==> src/rtl/ExceptStruct.sv <==
// ExceptStruct: exception encodings and the packed exception record shared
// by the front-end stages.
//
// Contents:
//   EXC_W         width of the epc / ecause / etval fields
//   ECALL/EBREAK  fixed 32-bit encodings of the environment instructions
//   cause codes   BREAKPOINT, ILLEAGAL_INST, U/S/H/M_CALL
//   ExceptPack    {except, epc, ecause, etval}
package ExceptStruct;

  localparam int EXC_W = 64;

  localparam logic [31:0] ECALL  = 32'h0000_0073;
  localparam logic [31:0] EBREAK = 32'h0010_0073;

  localparam logic [EXC_W-1:0] ILLEAGAL_INST = EXC_W'(2);
  localparam logic [EXC_W-1:0] BREAKPOINT    = EXC_W'(3);
  localparam logic [EXC_W-1:0] U_CALL        = EXC_W'(8);
  localparam logic [EXC_W-1:0] S_CALL        = EXC_W'(9);
  localparam logic [EXC_W-1:0] H_CALL        = EXC_W'(10);
  localparam logic [EXC_W-1:0] M_CALL        = EXC_W'(11);

  typedef struct packed {
    logic             except;
    logic [EXC_W-1:0] epc;
    logic [EXC_W-1:0] ecause;
    logic [EXC_W-1:0] etval;
  } ExceptPack;

endpackage

==> src/rtl/inst_examine_pkg.sv <==
// inst_examine_pkg: constants shared by the instruction examine stage.
//
// Contents:
//   OP_*              RV64I major opcodes accepted by the legality check
//   MRET/SRET/WFI     privileged instruction encodings
//   state_e           stage FSM states {RUN, HOLD}
//   isLegalOpcode()   membership test for the major-opcode table
package inst_examine_pkg;

  localparam logic [6:0] OP_LOAD     = 7'h03;
  localparam logic [6:0] OP_MISC_MEM = 7'h0F;
  localparam logic [6:0] OP_OP_IMM   = 7'h13;
  localparam logic [6:0] OP_AUIPC    = 7'h17;
  localparam logic [6:0] OP_IMM_32   = 7'h1B;
  localparam logic [6:0] OP_STORE    = 7'h23;
  localparam logic [6:0] OP_OP       = 7'h33;
  localparam logic [6:0] OP_LUI      = 7'h37;
  localparam logic [6:0] OP_OP_32    = 7'h3B;
  localparam logic [6:0] OP_BRANCH   = 7'h63;
  localparam logic [6:0] OP_JALR     = 7'h67;
  localparam logic [6:0] OP_JAL      = 7'h6F;
  localparam logic [6:0] OP_SYSTEM   = 7'h73;

  localparam logic [31:0] MRET = 32'h3020_0073;
  localparam logic [31:0] SRET = 32'h1020_0073;
  localparam logic [31:0] WFI  = 32'h1050_0073;

  typedef enum logic {RUN, HOLD} state_e;

  function automatic logic isLegalOpcode(input logic [6:0] op);
    case (op)
      OP_LOAD, OP_MISC_MEM, OP_OP_IMM, OP_AUIPC, OP_IMM_32, OP_STORE,
      OP_OP, OP_LUI, OP_OP_32, OP_BRANCH, OP_JALR, OP_JAL, OP_SYSTEM:
        return 1'b1;
      default:
        return 1'b0;
    endcase
  endfunction

endpackage

==> src/rtl/inst_examine_stage_legal_check.sv <==
// inst_legal_check: combinational decode of one fetched instruction into
// legal / ecall / ebreak / illegal, plus the matching exception record.
//
// Ports:
//   pc_i       PC of the instruction
//   priv_i     current privilege (0 U, 1 S, 2 H, 3 M)
//   inst_i     instruction word
//   illegal_o  instruction is illegal at this privilege
//   except_o   {except, epc, ecause, etval} for this instruction
//
// Optional: define INST_EXAMINE_TVAL_EN to fill etval (instruction word for
// illegal, PC for ebreak); otherwise etval is always zero.
module inst_legal_check
  import inst_examine_pkg::*;
#(
  parameter int XLEN         = 64,
  parameter int CHECK_OPCODE = 1
) (
  input  logic [XLEN-1:0]         pc_i,
  input  logic [1:0]              priv_i,
  input  logic [31:0]             inst_i,
  output logic                    illegal_o,
  output ExceptStruct::ExceptPack except_o
);

  logic w_isEcall;
  logic w_isEbreak;
  logic w_badLow;
  logic w_badOpcode;
  logic w_badPriv;

  assign w_isEcall   = (inst_i == ExceptStruct::ECALL);
  assign w_isEbreak  = (inst_i == ExceptStruct::EBREAK);
  assign w_badLow    = (inst_i[1:0] != 2'b11);
  assign w_badOpcode = (CHECK_OPCODE != 0) && !isLegalOpcode(inst_i[6:0]);

  // mret needs M-mode; sret and wfi are only rejected from U-mode.
  assign w_badPriv = ((inst_i == MRET) && (priv_i != 2'd3)) ||
                     (((inst_i == SRET) || (inst_i == WFI)) && (priv_i == 2'd0));

  assign illegal_o = w_badLow || w_badOpcode || w_badPriv;

  // The three exception sources have disjoint encodings, so the if-chain
  // order never changes the outcome.
  always_comb begin
    except_o = '0;
    if (w_isEbreak) begin
      except_o.except = 1'b1;
      except_o.ecause = ExceptStruct::BREAKPOINT;
    end else if (w_isEcall) begin
      except_o.except = 1'b1;
      case (priv_i)
        2'd0:    except_o.ecause = ExceptStruct::U_CALL;
        2'd1:    except_o.ecause = ExceptStruct::S_CALL;
        2'd2:    except_o.ecause = ExceptStruct::H_CALL;
        default: except_o.ecause = ExceptStruct::M_CALL;
      endcase
    end else if (illegal_o) begin
      except_o.except = 1'b1;
      except_o.ecause = ExceptStruct::ILLEAGAL_INST;
    end
    if (except_o.except) begin
      except_o.epc = ExceptStruct::EXC_W'(pc_i);
    end
`ifdef INST_EXAMINE_TVAL_EN
    if (w_isEbreak) begin
      except_o.etval = ExceptStruct::EXC_W'(pc_i);
    end else if (illegal_o && !w_isEcall) begin
      except_o.etval = ExceptStruct::EXC_W'(inst_i);
    end
`endif
  end

endmodule

==> src/rtl/inst_examine_stage.sv <==
// inst_examine_stage: registered examine stage between IF and ID. Classifies
// each instruction, registers it behind a valid/ready handshake, holds the
// front end after an excepting instruction until the trap is taken, and
// counts illegal instructions (saturating).
//
// Ports:
//   clk, rstn        clock; asynchronous active-low reset
//   pc_i, priv_i,    incoming PC, privilege, instruction
//   inst_i
//   valid_i/ready_o  upstream handshake
//   flush_i          pipeline flush (drops output entry, returns to RUN)
//   trap_taken_i     trap unit redirected; leaves HOLD
//   pc_o, inst_o,    registered PC, instruction and exception record
//   except_o
//   valid_o/ready_i  downstream handshake
//   pending_o        stage is in HOLD
//   illegal_cnt_o    saturating illegal-instruction count
//
// Optional: INST_EXAMINE_TVAL_EN enables etval generation.
module inst_examine_stage
  import inst_examine_pkg::*;
#(
  parameter int XLEN         = 64,
  parameter int CHECK_OPCODE = 1,
  parameter int CNT_W        = 16
) (
  input  logic                    clk,
  input  logic                    rstn,
  input  logic [XLEN-1:0]         pc_i,
  input  logic [1:0]              priv_i,
  input  logic [31:0]             inst_i,
  input  logic                    valid_i,
  output logic                    ready_o,
  input  logic                    flush_i,
  input  logic                    trap_taken_i,
  output logic [XLEN-1:0]         pc_o,
  output logic [31:0]             inst_o,
  output logic                    valid_o,
  input  logic                    ready_i,
  output ExceptStruct::ExceptPack except_o,
  output logic                    pending_o,
  output logic [CNT_W-1:0]        illegal_cnt_o
);

  state_e                  r_state;
  state_e                  w_stateNext;
  logic                    r_valid;
  logic [XLEN-1:0]         r_pc;
  logic [31:0]             r_inst;
  ExceptStruct::ExceptPack r_except;
  logic [CNT_W-1:0]        r_illegalCnt;

  logic                    w_illegal;
  ExceptStruct::ExceptPack w_except;
  logic                    w_ready;
  logic                    w_accept;

  inst_legal_check #(
    .XLEN         (XLEN),
    .CHECK_OPCODE (CHECK_OPCODE)
  ) u_legalCheck (
    .pc_i      (pc_i),
    .priv_i    (priv_i),
    .inst_i    (inst_i),
    .illegal_o (w_illegal),
    .except_o  (w_except)
  );

  // Accept only in RUN, never during a flush, and only when the output
  // slot is empty or is being drained this cycle.
  assign w_ready  = (r_state == RUN) && !flush_i && (!r_valid || ready_i);
  assign w_accept = valid_i && w_ready;

  // Output slot: flush empties it, accept refills it, a downstream take
  // without refill empties it, otherwise everything holds.
  always_ff @(posedge clk or negedge rstn) begin
    if (!rstn) begin
      r_valid  <= 1'b0;
      r_pc     <= '0;
      r_inst   <= '0;
      r_except <= '0;
    end else if (flush_i) begin
      r_valid <= 1'b0;
    end else if (w_accept) begin
      r_valid  <= 1'b1;
      r_pc     <= pc_i;
      r_inst   <= inst_i;
      r_except <= w_except;
    end else if (ready_i) begin
      r_valid <= 1'b0;
    end
  end

  always_ff @(posedge clk or negedge rstn) begin
    if (!rstn) begin
      r_state <= RUN;
    end else begin
      r_state <= w_stateNext;
    end
  end

  // Flush overrides everything and forces RUN; trap_taken only matters
  // while holding.
  always_comb begin
    w_stateNext = r_state;
    case (r_state)
      RUN:     if (w_accept && w_except.except) w_stateNext = HOLD;
      HOLD:    if (trap_taken_i) w_stateNext = RUN;
      default: w_stateNext = RUN;
    endcase
    if (flush_i) begin
      w_stateNext = RUN;
    end
  end

  // Saturating counter; flush deliberately leaves it alone.
  always_ff @(posedge clk or negedge rstn) begin
    if (!rstn) begin
      r_illegalCnt <= '0;
    end else if (w_accept && w_illegal && (r_illegalCnt != {CNT_W{1'b1}})) begin
      r_illegalCnt <= r_illegalCnt + CNT_W'(1);
    end
  end

  assign ready_o       = w_ready;
  assign valid_o       = r_valid;
  assign pc_o          = r_pc;
  assign inst_o        = r_inst;
  assign except_o      = r_except;
  assign pending_o     = (r_state == HOLD);
  assign illegal_cnt_o = r_illegalCnt;

endmodule

==> config.mk <==
export PLATFORM = sky130hd
export DESIGN_NAME = inst_examine_stage
export DESIGN_NICKNAME = d
export VERILOG_FILES = /design/src/rtl/ExceptStruct.sv /design/src/rtl/inst_examine_pkg.sv /design/src/rtl/inst_examine_stage_legal_check.sv /design/src/rtl/inst_examine_stage.sv
export SDC_FILE = /design/constraint.sdc
export NUM_CORES = 1
export LEC_CHECK = 0
export BUFFER_PORTS_ARGS = -buffer_cell sky130_fd_sc_hd__buf_2
export CORE_AREA = 4 4 159 161
export CTS_CLUSTER_SIZE = 14
export DETAILED_ROUTE_END_ITERATION = 10
export DIE_AREA = 0 0 163 165
export SETUP_SLACK_MARGIN = 0.4
export SYNTH_ARGS = -nofsm -noshare
export SYNTH_HDL_FRONTEND = slang
export SYNTH_SLANG_ARGS = --single-unit
==> constraint.sdc <==
create_clock -name clk -period 6.1 [get_ports clk]
set_input_delay 1.22 -clock clk [delete_from_list [all_inputs] [get_ports clk]]
set_output_delay 1.22 -clock clk [all_outputs]
set_load 0.005 [all_outputs]
==> impl_summary.log <==
[metrics] run status: finished clean
[metrics] Filler Cell Count: around 2500
[metrics] asr flop ratio synth: 100%
[metrics] Slew @ Worst Pin: 1.09 ns
[metrics] count of distinct cell types in the synthesized netlist: 41
[metrics] Crit path arrival time: roughly 3.8 ns
[metrics] cell area after synthesis: just over 0.008 mm^2
[metrics] number of synthesized flops with an enable pin: 0
[metrics] crit start category: primary input
[metrics] worst clock skew: approximately 0.0096 ns
[metrics] number of violations reported at the end of detailed-routing iteration 0: approximately 490
[metrics] max-slew violations: 0
[metrics] area grow syn2layout: 22.4%
[metrics] core outline area: roughly 0.024 mm^2
[metrics] starting utilization of the core area: about a third
[metrics] number of endpoints with negative hold slack in the final report: 0
[metrics] post-layout power: 3370 uW
[metrics] cell with the most instances after synthesis: nand2_1
[metrics] worst-case clock buffer depth: 2
[metrics] CTS tree: yes
[metrics] cells after synthesis: 937
[metrics] routed wire length: ~22000 um
[metrics] hold-fix buffer count after cts: 0
[metrics] post-detailed-route via-to-cell ratio: ~4.4
[metrics] count of boundary I/O pins: a little over 400
[metrics] final period utilization: a little under three fifths
[metrics] mean area per synthesized cell: 8.86 um^2
[metrics] Remaining Overflow, GRT: 0
[metrics] H-tree levels: 4
[metrics] number of remaining DRC errors: 0
[metrics] initial antenna violation count: 1
[metrics] TritonCTS sink count: around 180
[metrics] power per cell area: between 300 and 400 mW/mm^2
[metrics] predominant post-synthesis flop cell: dfrtp_1
[metrics] placer congestion estimate: 0.823
[metrics] estimated wirelength of the detail-placed design: 15700 um
[metrics] detailed-router iteration count before antenna repair: 4
[metrics] clock insertion delay at the later pin of the skew report: approximately 0.42 ns
[metrics] Max FO, Critical Path: 43
[metrics] layout cell share with drive strength beyond 1: between 20% and 30%
[metrics] clock period minus final worst setup slack: 3.49 ns
[metrics] slew margin rel.: a little over a quarter
[metrics] max-cap violations: 0
[metrics] via count: around 6700
[metrics] buffer cell driving the clock tree root: clkbuf_16
[metrics] sum of negative setup slack: 0 ns
[metrics] die span in x: about 160 um
[metrics] LEAKAGE: approximately 0.0055 uW
[metrics] total die area: around 0.027 mm^2
[metrics] Required @ worst endpoint: 6.37 ns
[metrics] dominant cells by area after synthesis: dfrtp_1 (55%), nand2_1 (13%), buf_4 (11%)
[metrics] IR Drop Worst-Case VDD: between 0.15 and 0.2 mV
[metrics] first-pass GRT wire length: between 30000 and 40000 um
[metrics] total of flip-flops plus latches after synthesis: roughly 180
[metrics] IO buf count: roughly 290
[metrics] number of clock buffers inserted by TritonCTS: 17
[metrics] largest net degree at the start of global routing: between 100 and 150
[metrics] post-cts repair resize count: 0
[metrics] Global Route Usage Sum: between 15 and 20%
[metrics] Commonest cells post-synth: nand2_1 (295), dfrtp_1 (182), nor2_1 (138)
[metrics] critical path class: in -> reg
[metrics] number of rows in the core area: between 50 and 60
[metrics] portion of the post-synthesis area used by sequential elements: between 50% and 60%
[metrics] count of final setup violators: 0
[metrics] highest clock frequency the design can meet: 286 MHz
[metrics] detailed-route wire length per cell: around 14 um
[metrics] via count of the first global-routing pass: ~6400
[metrics] NumNets Final: 1306
[metrics] type of the tightest min-delay check: reg -> reg
[metrics] Post-CTS Setup Bufs: 0
[metrics] clock transition time at the flip-flop clock pins of the worst setup and hold paths: 0.07 ns
[metrics] Post-DRT Antenna Nets: 0
[metrics] element type at the critical path end: flop
[metrics] area share of the largest cell type after synthesis: 54.9%
[metrics] Yosys warning count: 0
[metrics] Yosys top cell by area: dfrtp_1
[metrics] vertical die dimension: 165 um
[metrics] unrepaired setup endpoints after global routing: false
[final timing paths]
check	start	to	slack, ns	cells after the start
min in group asynchronous	rstn	pc_o[51]$_DFFE_PN0P_	0.81	1
hold reg to reg	pc_o[40]$_DFFE_PN0P_	pc_o[40]$_DFFE_PN0P_	0.47	2
max in group asynchronous	rstn	pc_o[48]$_DFFE_PN0P_	4.23	2
setup reg to reg	pending_o$_DFF_PN0_	except_o[169]$_DFFE_PN0P_	3.48	5
hold / removal	pc_o[40]$_DFFE_PN0P_	pc_o[40]$_DFFE_PN0P_	0.47	2
setup / recovery	inst_i[5]	except_o[169]$_DFFE_PN0P_	2.61	7
[state kept, by name, summed over array words and instances (netlist names)]
name	flops
except_o	68
illegal_cnt_o	16
inst_o	32
pc_o	64
pending_o	1
valid_o	1
[per-layer routing]
metal  up-vias  global-route usage (%)  share of wire (%)
li1       3234                       -                  -
met1      3181                    20.0                 42
met2       268                    26.2                 48
met3        14                    4.59                8.5
met4         0                    4.35                1.2
met5         -                       0                  0
[worst max-delay path: stages]
cell,delay [ns]
buf_2,0.12
or3b_1,0.38
a21oi_1,0.24
o311ai_4,0.15
nor3_4,0.90
buf_4,0.60
nor3_1,0.13
[cell usage in the layout, fill, tap and decap left out, types with 2 or more instances in the layout]
cell type  instances
nor3_1            73
and3_1             4
nor2_1           138
buf_4              5
clkinv_8           2
inv_8              3
nor4_2             2
buf_2            285
bufinv_16          2
inv_1              3
o31ai_1            2
inv_6              3
a21oi_1            2
xor2_1            14
dfrtp_1          182
nand2_1          295
clkbuf_16         17
o21ai_0            5
nand4_1            4
nand3_1            4
clkinv_4           3
nand4b_1           2
nor4_1             8
nor4b_1            2
nand2b_1           4
and4_1             2
conb_1           125
[logic make-up (layout without fill, tap and decap cells)]
logic type / Yosys count / after routing / share of synthesized area (%)
AO/OA/AOI/OAI: 17 / 17 / 1.64
XOR/XNOR: 15 / 15 / 1.58
adder cells (fa/ha/maj): 1 / 1 / 0.151
buffers and inverters: 174 / 327 / 14.0
flip-flops: 182 / 182 / 54.9
multiplexers: 1 / 1 / 0.181
other: 1 / 126 / 0.0452
AND/OR/NAND/NOR: 546 / 546 / 27.6
[stage by stage]
step	std cells	instance area (um^2)	util, %	setup WS [ns]	hold WS (ns)
3_3_place_gp	1506	9540	39.8	2.14	0.452
5_1_grt	1539	10200	42.4	2.41	0.485
6_report	1539	10200	42.4	2.61	0.469
4_1_cts	1538	10200	42.4	2.54	0.476
3_5_place_dp	1506	9540	39.8	2.08	0.456
2_1_floorplan	1061	8770	-	3.35	0.470
[power by group]
part | internal, uW | total (uW) | switching (uW)
logic | 291 | 653 | 362
registers | 1430 | 1560 | 133
clock network | 638 | 1160 | 523
total | 2350 | 3370 | 1020
[final cells by class]
class / count / area (um^2) / share of cell area, %
antenna: 1 / 2.50 / 0.0246
inverter: 3 / 11.3 / 0.111
clock buffer: 18 / 439 / 4.32
timing repair buffer: 292 / 1500 / 14.7
sequential: 182 / 4550 / 44.8
multi-input combinational: 705 / 3070 / 30.2
clock inverter: 14 / 186 / 1.83
tap: 324 / 405 / 3.99
(Power assumes the default switching activity.)
